File: src/rtl/simple_dual_port_ram.sv
// Simple dual-port RAM with one write port and one registered read port.
// A read and a write to the same address on the same edge return the old data.
module simple_dual_port_ram #(
  parameter int    Dw         = 8,
  parameter int    Aw         = 4,
  parameter string INITIAL_EN = "NO"
) (
  input  logic          clk,
  input  logic          we,
  input  logic [Aw-1:0] write_addr,
  input  logic [Dw-1:0] data,
  input  logic [Aw-1:0] read_addr,
  output logic [Dw-1:0] q
);

  logic [Dw-1:0] mem [2**Aw];

  // Preloaded contents are not provided; reject any other setting at elaboration.
  if (INITIAL_EN != "NO") begin : g_init_check
    $error("simple_dual_port_ram: only INITIAL_EN=\"NO\" is supported");
  end

  always_ff @(posedge clk) begin
    if (we) begin
      mem[write_addr] <= data;
    end
    q <= mem[read_addr];
  end

endmodule

File: src/rtl/sdp_fwft_fifo.sv
// First-word-fall-through FIFO over a registered-read dual-port RAM.
// The RAM read address looks ahead by the pop so q always holds the head after the edge.
module sdp_fwft_fifo #(
  parameter int Dw = 8,
  parameter int Aw = 4
) (
  input  logic          clk,
  input  logic          reset_n,
  input  logic          wr_en,
  input  logic [Dw-1:0] din,
  input  logic          rd_en,
  output logic [Dw-1:0] dout,
  output logic          empty,
  output logic          full,
  output logic [Aw:0]   count
);

  localparam int DEPTH = 2**Aw;

  logic [Aw-1:0] wr_ptr;
  logic [Aw-1:0] rd_ptr;
  logic [Aw-1:0] read_addr;
  logic [Aw:0]   vis_count;
  logic          push_d;
  logic          push;
  logic          pop;
  logic [Dw-1:0] q;

  assign empty = (vis_count == '0);
  assign full  = (count == (Aw+1)'(DEPTH));
  assign push  = wr_en & ~full;
  assign pop   = rd_en & ~empty;

  assign read_addr = rd_ptr + Aw'(pop);
  assign dout      = empty ? '0 : q;

  simple_dual_port_ram #(
    .Dw         (Dw),
    .Aw         (Aw),
    .INITIAL_EN ("NO")
  ) u_ram (
    .clk        (clk),
    .we         (push),
    .write_addr (wr_ptr),
    .data       (din),
    .read_addr  (read_addr),
    .q          (q)
  );

  // An entry written this edge cannot be read back until the next edge (old data
  // on collision), so visibility trails the stored count by one cycle via push_d.
  always_ff @(posedge clk or negedge reset_n) begin
    if (!reset_n) begin
      wr_ptr    <= '0;
      rd_ptr    <= '0;
      count     <= '0;
      vis_count <= '0;
      push_d    <= 1'b0;
    end else begin
      if (push) begin
        wr_ptr <= wr_ptr + 1'b1;
      end
      if (pop) begin
        rd_ptr <= rd_ptr + 1'b1;
      end
      count     <= count + (Aw+1)'(push) - (Aw+1)'(pop);
      vis_count <= vis_count + (Aw+1)'(push_d) - (Aw+1)'(pop);
      push_d    <= push;
    end
  end

endmodule

File: config.mk
export PLATFORM = sky130hd
export DESIGN_NAME = sdp_fwft_fifo
export DESIGN_NICKNAME = d
export VERILOG_FILES = /design/src/rtl/simple_dual_port_ram.sv /design/src/rtl/sdp_fwft_fifo.sv
export SDC_FILE = /design/constraint.sdc
export NUM_CORES = 1
export LEC_CHECK = 0
export CAP_MARGIN = 25
export CORE_AREA = 8 8 144 146
export DETAILED_ROUTE_END_ITERATION = 16
export DIE_AREA = 0 0 152 154
export GPL_ROUTABILITY_DRIVEN = 0
export PLACE_DENSITY = 0.52
export SETUP_SLACK_MARGIN = 0.3
export SYNTH_ARGS = -nofsm -noshare
export SYNTH_HDL_FRONTEND = slang
export SYNTH_SLANG_ARGS = --single-unit
File: constraint.sdc
create_clock -name clk -period 5.9 [get_ports clk]
set_clock_uncertainty 0.15 [all_clocks]
set_input_delay 0.59 -clock clk [delete_from_list [all_inputs] [get_ports clk]]
set_output_delay 0.59 -clock clk [all_outputs]
set_load 0.005 [all_outputs]
==> results of run 1 <==
[worst max-delay path: stages, from the launching register on]
cell and delay (ns):
dfrtp_1 0.39, inv_1 0.08, ha_1 0.13, or4b_4 0.67
nand2_1 0.17, nor2_1 0.05, ha_1 0.77, clkinv_1 0.70
nor3_1 0.81, nand3_1 0.19, o2111ai_1 0.16, nor3b_1 0.11
a41o_1 0.22
[where the power goes]
| group | switching [W] | internal [W] |
|---|---|---|
| clock | 0.000420 | 0.000622 |
| sequential | 0.000118 | 0.00138 |
| combinational | 0.000978 | 0.000652 |
[metal layers]
layer / GRT usage / up-vias / part of all wire
met5: 0 / - / 0
met4: 0.06092 / 0 / 0.020
met3: 0.04092 / 30 / 0.056
met2: 0.2614 / 167 / 0.47
met1: 0.2079 / 2347 / 0.45
li1: - / 2172 / -
[flip-flops by register name (all words and copies together), names as in the netlist]
name       cells
push_d         1
rd_ptr         4
count          5
u_ram.q        8
u_ram.mem    128
wr_ptr         4
vis_count      5
[placed cells by master, fill, tap and decap left out, types with 3 or more instances in the layout]
cell	instances
a211oi_1	13
a21o_1	3
a21oi_1	6
a22oi_1	9
a2bb2oi_1	6
a31oi_1	3
a32oi_1	6
a41o_1	6
and2_1	12
and3_1	8
buf_4	13
clkbuf_1	4
clkbuf_16	17
clkdlybuf4s50_1	26
clkinv_1	3
clkinv_2	4
dfrtp_1	19
dfxtp_1	8
edfxtp_1	128
ha_1	16
inv_1	23
inv_6	3
mux2i_1	17
nand2_1	58
nand3_1	31
nor2_1	24
nor3_1	10
nor3b_1	8
nor4_1	13
o2111ai_1	7
o21ai_0	19
o22ai_1	8
o32ai_1	6
xnor2_1	11
xor2_1	3
[cells by family (layout without fill, tap and decap cells)]
kind of cell / after synthesis / in the layout / synth area share
fa+ha+maj: 18 / 18 / 0.03383
simple gates: 183 / 183 / 0.1330
compound gates: 107 / 107 / 0.1131
buf+inv: 61 / 100 / 0.04317
xor+xnor: 14 / 14 / 0.01727
flops: 155 / 155 / 0.6308
mux: 19 / 19 / 0.02872
[worst paths after layout]
path,endpoint,from,slack (ns),cells after the start
setup / recovery,u_ram.q[1],vis_count[3],1.18,12
hold / removal,rd_ptr[1],reset_n,0.24,1
setup reg to reg,u_ram.q[1],vis_count[3],1.18,12
hold reg to reg,vis_count[0],vis_count[0],0.37,1
max in group asynchronous,count[0],reset_n,4.96,2
min in group clk,vis_count[0],vis_count[0],0.37,1
[cell type report]
cell class	count	area [um^2]
flip-flops and latches	155	4479
clock inverters	11	121.4
well taps	234	292.8
inverters	28	110.1
fillers	1633	10260
multi-input cells	341	2362
repair buffers	40	385.4
clock buffers	21	440.4
[per-stage QoR]
step           power [W]  area [um^2]  cells
6_report        0.004171         8192    830
5_1_grt         0.004434         8192    830
4_1_cts         0.004216         8192    830
3_5_place_dp    0.003161         7630    798
3_3_place_gp    0.003129         7587    795
2_1_floorplan   0.002619         7101    557
==> impl_metrics.py, run 1 <==
metrics = {
    "sta": {
        "worstMarginPinSlew_ns": 0.9838,
        "slew_viol_final": 0,
        "rsz0062_at_grt": "no",
        "period_minus_slack_ns": 4.721,
        "hold_viol_final": 0,
        "setup_ws_ns": 1.179,
        "min_period_over_period": 0.8002,
        "slew_headroom": 0.3417,
        "finalSetupViolCount": 0,
        "tns_ns": 0,
        "whs_ns": 0.2447,
        "max_freq_mhz": 211.8,
    },
    "setup_path": {
        "worst_setup_path_end_kind": "flip-flop",
        "startpoint_type": "flip-flop",
        "worstPathArrival_ns": 4.89,
        "critical_path.max_fanout": 27,
        "worstSetupPathType": "flip-flop to flip-flop",
        "required_ns": 6.07,
    },
    "pwr": {
        "p_per_area_nw_per_um2": 509.2,
        "ir_drop_v": 0.0002461,
        "p_leak_nw": 2.882,
    },
    "clocking": {
        "ctsHoldBuffers": 0,
        "htreeDepth": 4,
        "cts_buffer_depth": 2,
        "cts_root_buf": "clkbuf_16",
        "cts_repair_resize_count": 0,
        "cts_sinks": 155,
        "cts_tree": "done",
        "clock_latency_ns": 0.43,
        "numCtsBuffers": 17,
        "cts_setup_buffers": 0,
        "clk_pin_slew_ns": 0.06,
    },
    "route": {
        "drt_iter0_drc": 467,
        "dr.pass1.iters": 7,
        "ant_nets": 0,
        "viasPerCell": 5.682,
        "drt-total-wl_um": 18400,
        "dr_total_vias": 4716,
        "wl_per_cell_um": 22.16,
        "drc_errors": 0,
    },
    "finish": {
        "utilization": 0.4439,
        "area_growth_pct": 15.37,
        "diodes": 0,
        "drive_gt1_frac": 0.1040,
        "nets": 613,
    },
    "global_route": {
        "grt_max_degree": 32,
        "antenna_found_initial": 0,
        "grt_pass1_wl_um": 28720,
        "grt_use_total": 0.1624,
        "grt_overflow_total": 0,
        "grt_pass1_vias": 4840,
    },
    "hold_path": {
        "hp-class": "input port to asynchronous set/reset pin",
    },
    "synth": {
        "synth_flop_cell": "edfxtp_1",
        "syn_area_um2": 7101,
        "yosysMostFrequentCell": "edfxtp_1",
        "synth_edf_count": 128,
        "synth.area.top_cells": "edfxtp_1 (54%), dfrtp_1 (6.7%), nand2_1 (3.1%)",
        "syn_inst": 557,
        "ys_ff_latch": 155,
        "syn_avg_cell_area_um2": 12.75,
        "synth_top_area_frac": 0.5413,
        "synth_common_cells": "edfxtp_1 (128), nand2_1 (58), nand3_1 (31)",
        "ys_seq_area_frac": 0.6308,
        "synth.net_count": 587,
        "async_reset_ff_frac": 0.1226,
        "yosys_warnings": 0,
        "synthDistinctLibCells": 67,
        "synth_area_leader_cell": "edfxtp_1",
    },
    "place": {
        "dp_hpwl_um": 12470,
        "place_worst_setup_slack_ns": 1.235,
        "portBuffers": 26,
    },
    "floorplanning": {
        "die_x_um": 152,
        "pin_count": 27,
        "initial_core_util": 0.3847,
        "die_y_um": 154,
        "core_area_um2": 18460,
        "dieArea_um2": 23410,
        "core.rowCount": 50,
    },
    "job": {
        "drv_cap": 0,
    },
    "run_status": {
        "status": "complete, no violations",
    },
}
Note: power is estimated with default switching activity, not from simulation.
==> inputs of run 2 (changes only) <==
==> constraint.sdc (replaced) <==
create_clock -name clk -period 4.8 [get_ports clk]
set_clock_uncertainty 0.15 [all_clocks]
set_input_delay 0.48 -clock clk [delete_from_list [all_inputs] [get_ports clk]]
set_output_delay 0.48 -clock clk [all_outputs]
set_load 0.005 [all_outputs]
==> run 2 against run 1 <==
Effect of this change: global-route usage is 0.25 points higher; cell count is 0.72% higher; critical endpoint is now u_ram.q[6]; sequential power is 24% higher.
==> impl_metrics.py, run 2 (synthesis gave the netlist of run 1 again) <==
metrics = {
    "setup_path": {
        "worstRegToRegCells": 11,
        "ff2ff_setup_slack_ns": 1.16,
        "slowest_stage": "nor2_2",
        "critical_path.max_fanout": 18,
        "worst_setup_path_end_kind": "flip-flop",
        "worstSetupPathType": "flip-flop to flip-flop",
        "required_ns": 4.95,
        "crit_buf_inv": 2,
        "path_delay_family": "simple AND/OR/NAND/NOR gates",
        "worstPathArrival_ns": 3.79,
        "reg2reg_from": "vis_count[3]",
        "crit_path_frequent_cell": "ha_1",
        "cp_num_cells": 11,
        "r2r-end": "u_ram.q[6]",
        "crit_chain": "inv_1 -> ha_1 -> or4b_4 -> nand2_1 -> nor2_1 -> ha_1 -> clkinv_1 -> nor2_2 -> a31oi_1 -> a22oi_1 -> o221ai_2",
        "startpoint": "vis_count[3]",
        "startpoint_type": "flip-flop",
        "setup.worst_path.end": "u_ram.q[6]",
        "max_stage_delay_ns": 0.72,
    },
    "finish": {
        "drive_gt1_frac": 0.1196,
        "diodes": 0,
        "layout_common_cells": "edfxtp_1 (128), nand2_1 (58), nand3_1 (31)",
        "regMostFlops": "u_ram.mem",
        "final_common_cell": "edfxtp_1",
        "area_growth_pct": 16.12,
        "reg_top3": "u_ram.mem x128, u_ram.q x8",
        "nets": 619,
        "largest_reg_flops": 128,
        "fin_cells": 836,
    },
    "sta": {
        "slew_viol_final": 0,
        "finalSetupViolCount": 0,
        "slew_headroom": 0.3367,
        "min_period_over_period": 0.7579,
        "whs_ns": 0.2211,
        "max_freq_mhz": 274.9,
        "tns_ns": 0,
        "worstMarginPinSlew_ns": 0.9895,
        "period_minus_slack_ns": 3.638,
        "hold_viol_final": 0,
        "rsz0062_at_grt": "no",
    },
    "pwr": {
        "p_per_area_nw_per_um2": 634.1,
        "p_leak_nw": 2.916,
        "fin_total_pwr_w": 0.005228,
        "ir_drop_v": 0.0003308,
    },
    "clocking": {
        "htreeDepth": 4,
        "clock_latency_ns": 0.43,
        "cts_tree": "done",
        "cts_repair_resize_count": 0,
        "cts_root_buf": "clkbuf_16",
        "cts_buffer_depth": 2,
        "clk_pin_slew_ns": 0.07,
        "cts_setup_buffers": 0,
        "numCtsBuffers": 17,
        "cts_sinks": 155,
        "ctsHoldBuffers": 0,
    },
    "global_route": {
        "grt_use_total": 0.1649,
        "grt_overflow_total": 0,
        "antenna_found_initial": 0,
        "grt_pass1_wl_um": 29590,
        "grt_max_degree": 32,
        "grt_pass1_vias": 5006,
    },
    "job": {
        "drv_cap": 0,
    },
    "floorplanning": {
        "die_x_um": 152,
        "pin_count": 27,
        "dieArea_um2": 23410,
        "die_y_um": 154,
        "core_area_um2": 18460,
        "core.rowCount": 50,
        "initial_core_util": 0.3847,
    },
    "run_status": {
        "status": "complete, no violations",
    },
    "route": {
        "wl_per_cell_um": 22.65,
        "drt-total-wl_um": 18930,
        "drc_errors": 0,
        "viasPerCell": 5.862,
        "drt_iter0_drc": 473,
        "dr.pass1.iters": 5,
        "dr_total_vias": 4901,
        "ant_nets": 0,
    },
    "place": {
        "placed_cells": 804,
        "portBuffers": 26,
        "dp_hpwl_um": 12880,
    },
    "hold_path": {
        "hp-class": "input port to asynchronous set/reset pin",
    },
}
## run 2: area by class of cell
type | count | area, um^2
Clock buffer | 18 | 429.2
Clock inverter | 14 | 146.4
Fill cell | 1650 | 10210
Inverter | 28 | 110.1
Multi-Input combinational cell | 341 | 2350
Sequential cell | 155 | 4479
Tap cell | 234 | 292.8
Timing Repair Buffer | 46 | 437.9
## run 2: power breakdown
| part | internal, W | switching (W) |
|---|---|---|
| Combinational | 0.000817 | 0.00123 |
| Clock | 0.000766 | 0.000552 |
| Sequential | 0.00170 | 0.000164 |
| Total | 0.00328 | 0.00195 |
## run 2: worst register-to-register path: cells and delay by family (launching register included)
family | cells | cell delay [ns]
AOI/OAI and AO/OA | 3 | 0.64
adders and majority gates | 2 | 0.44
buffers and inverters | 2 | 0.57
DFF | 1 | 0.39
and+or+nand+nor | 4 | 1.34
## run 2: worst min path at each step
stage / startpoint / end / slack (ns) / cells after the start
2_1_floorplan: reset_n / count[0] / 0.03 / 0
3_3_place_gp: vis_count[0] / vis_count[0] / 0.34 / 1
3_5_place_dp: vis_count[0] / vis_count[0] / 0.38 / 1
4_1_cts: reset_n / rd_ptr[2] / 0.21 / 1
5_1_grt: reset_n / rd_ptr[2] / 0.20 / 1
6_report: reset_n / rd_ptr[2] / 0.22 / 1
## run 2: metrics by stage
step	setup slack (ns)	cell area (um^2)	utilization
after floorplan	1.388	7101	-
after global placement	1.193	7620	0.4129
after detailed placement	1.113	7670	0.4156
after CTS	1.181	8245	0.4468
after global routing	0.9568	8245	0.4468
final	1.162	8245	0.4468
## run 2: per-layer routing
| metal | wire (um) | GRT usage | vias to the layer above | share of wire |
|---|---|---|---|---|
| met5 | 0 | 0 | - | 0 |
| met4 | 534 | 0.06806 | 0 | 0.028 |
| met3 | 1288 | 0.03924 | 50 | 0.068 |
| met2 | 9117 | 0.2717 | 253 | 0.48 |
| met1 | 7992 | 0.2051 | 2410 | 0.42 |
| li1 | - | - | 2188 | - |
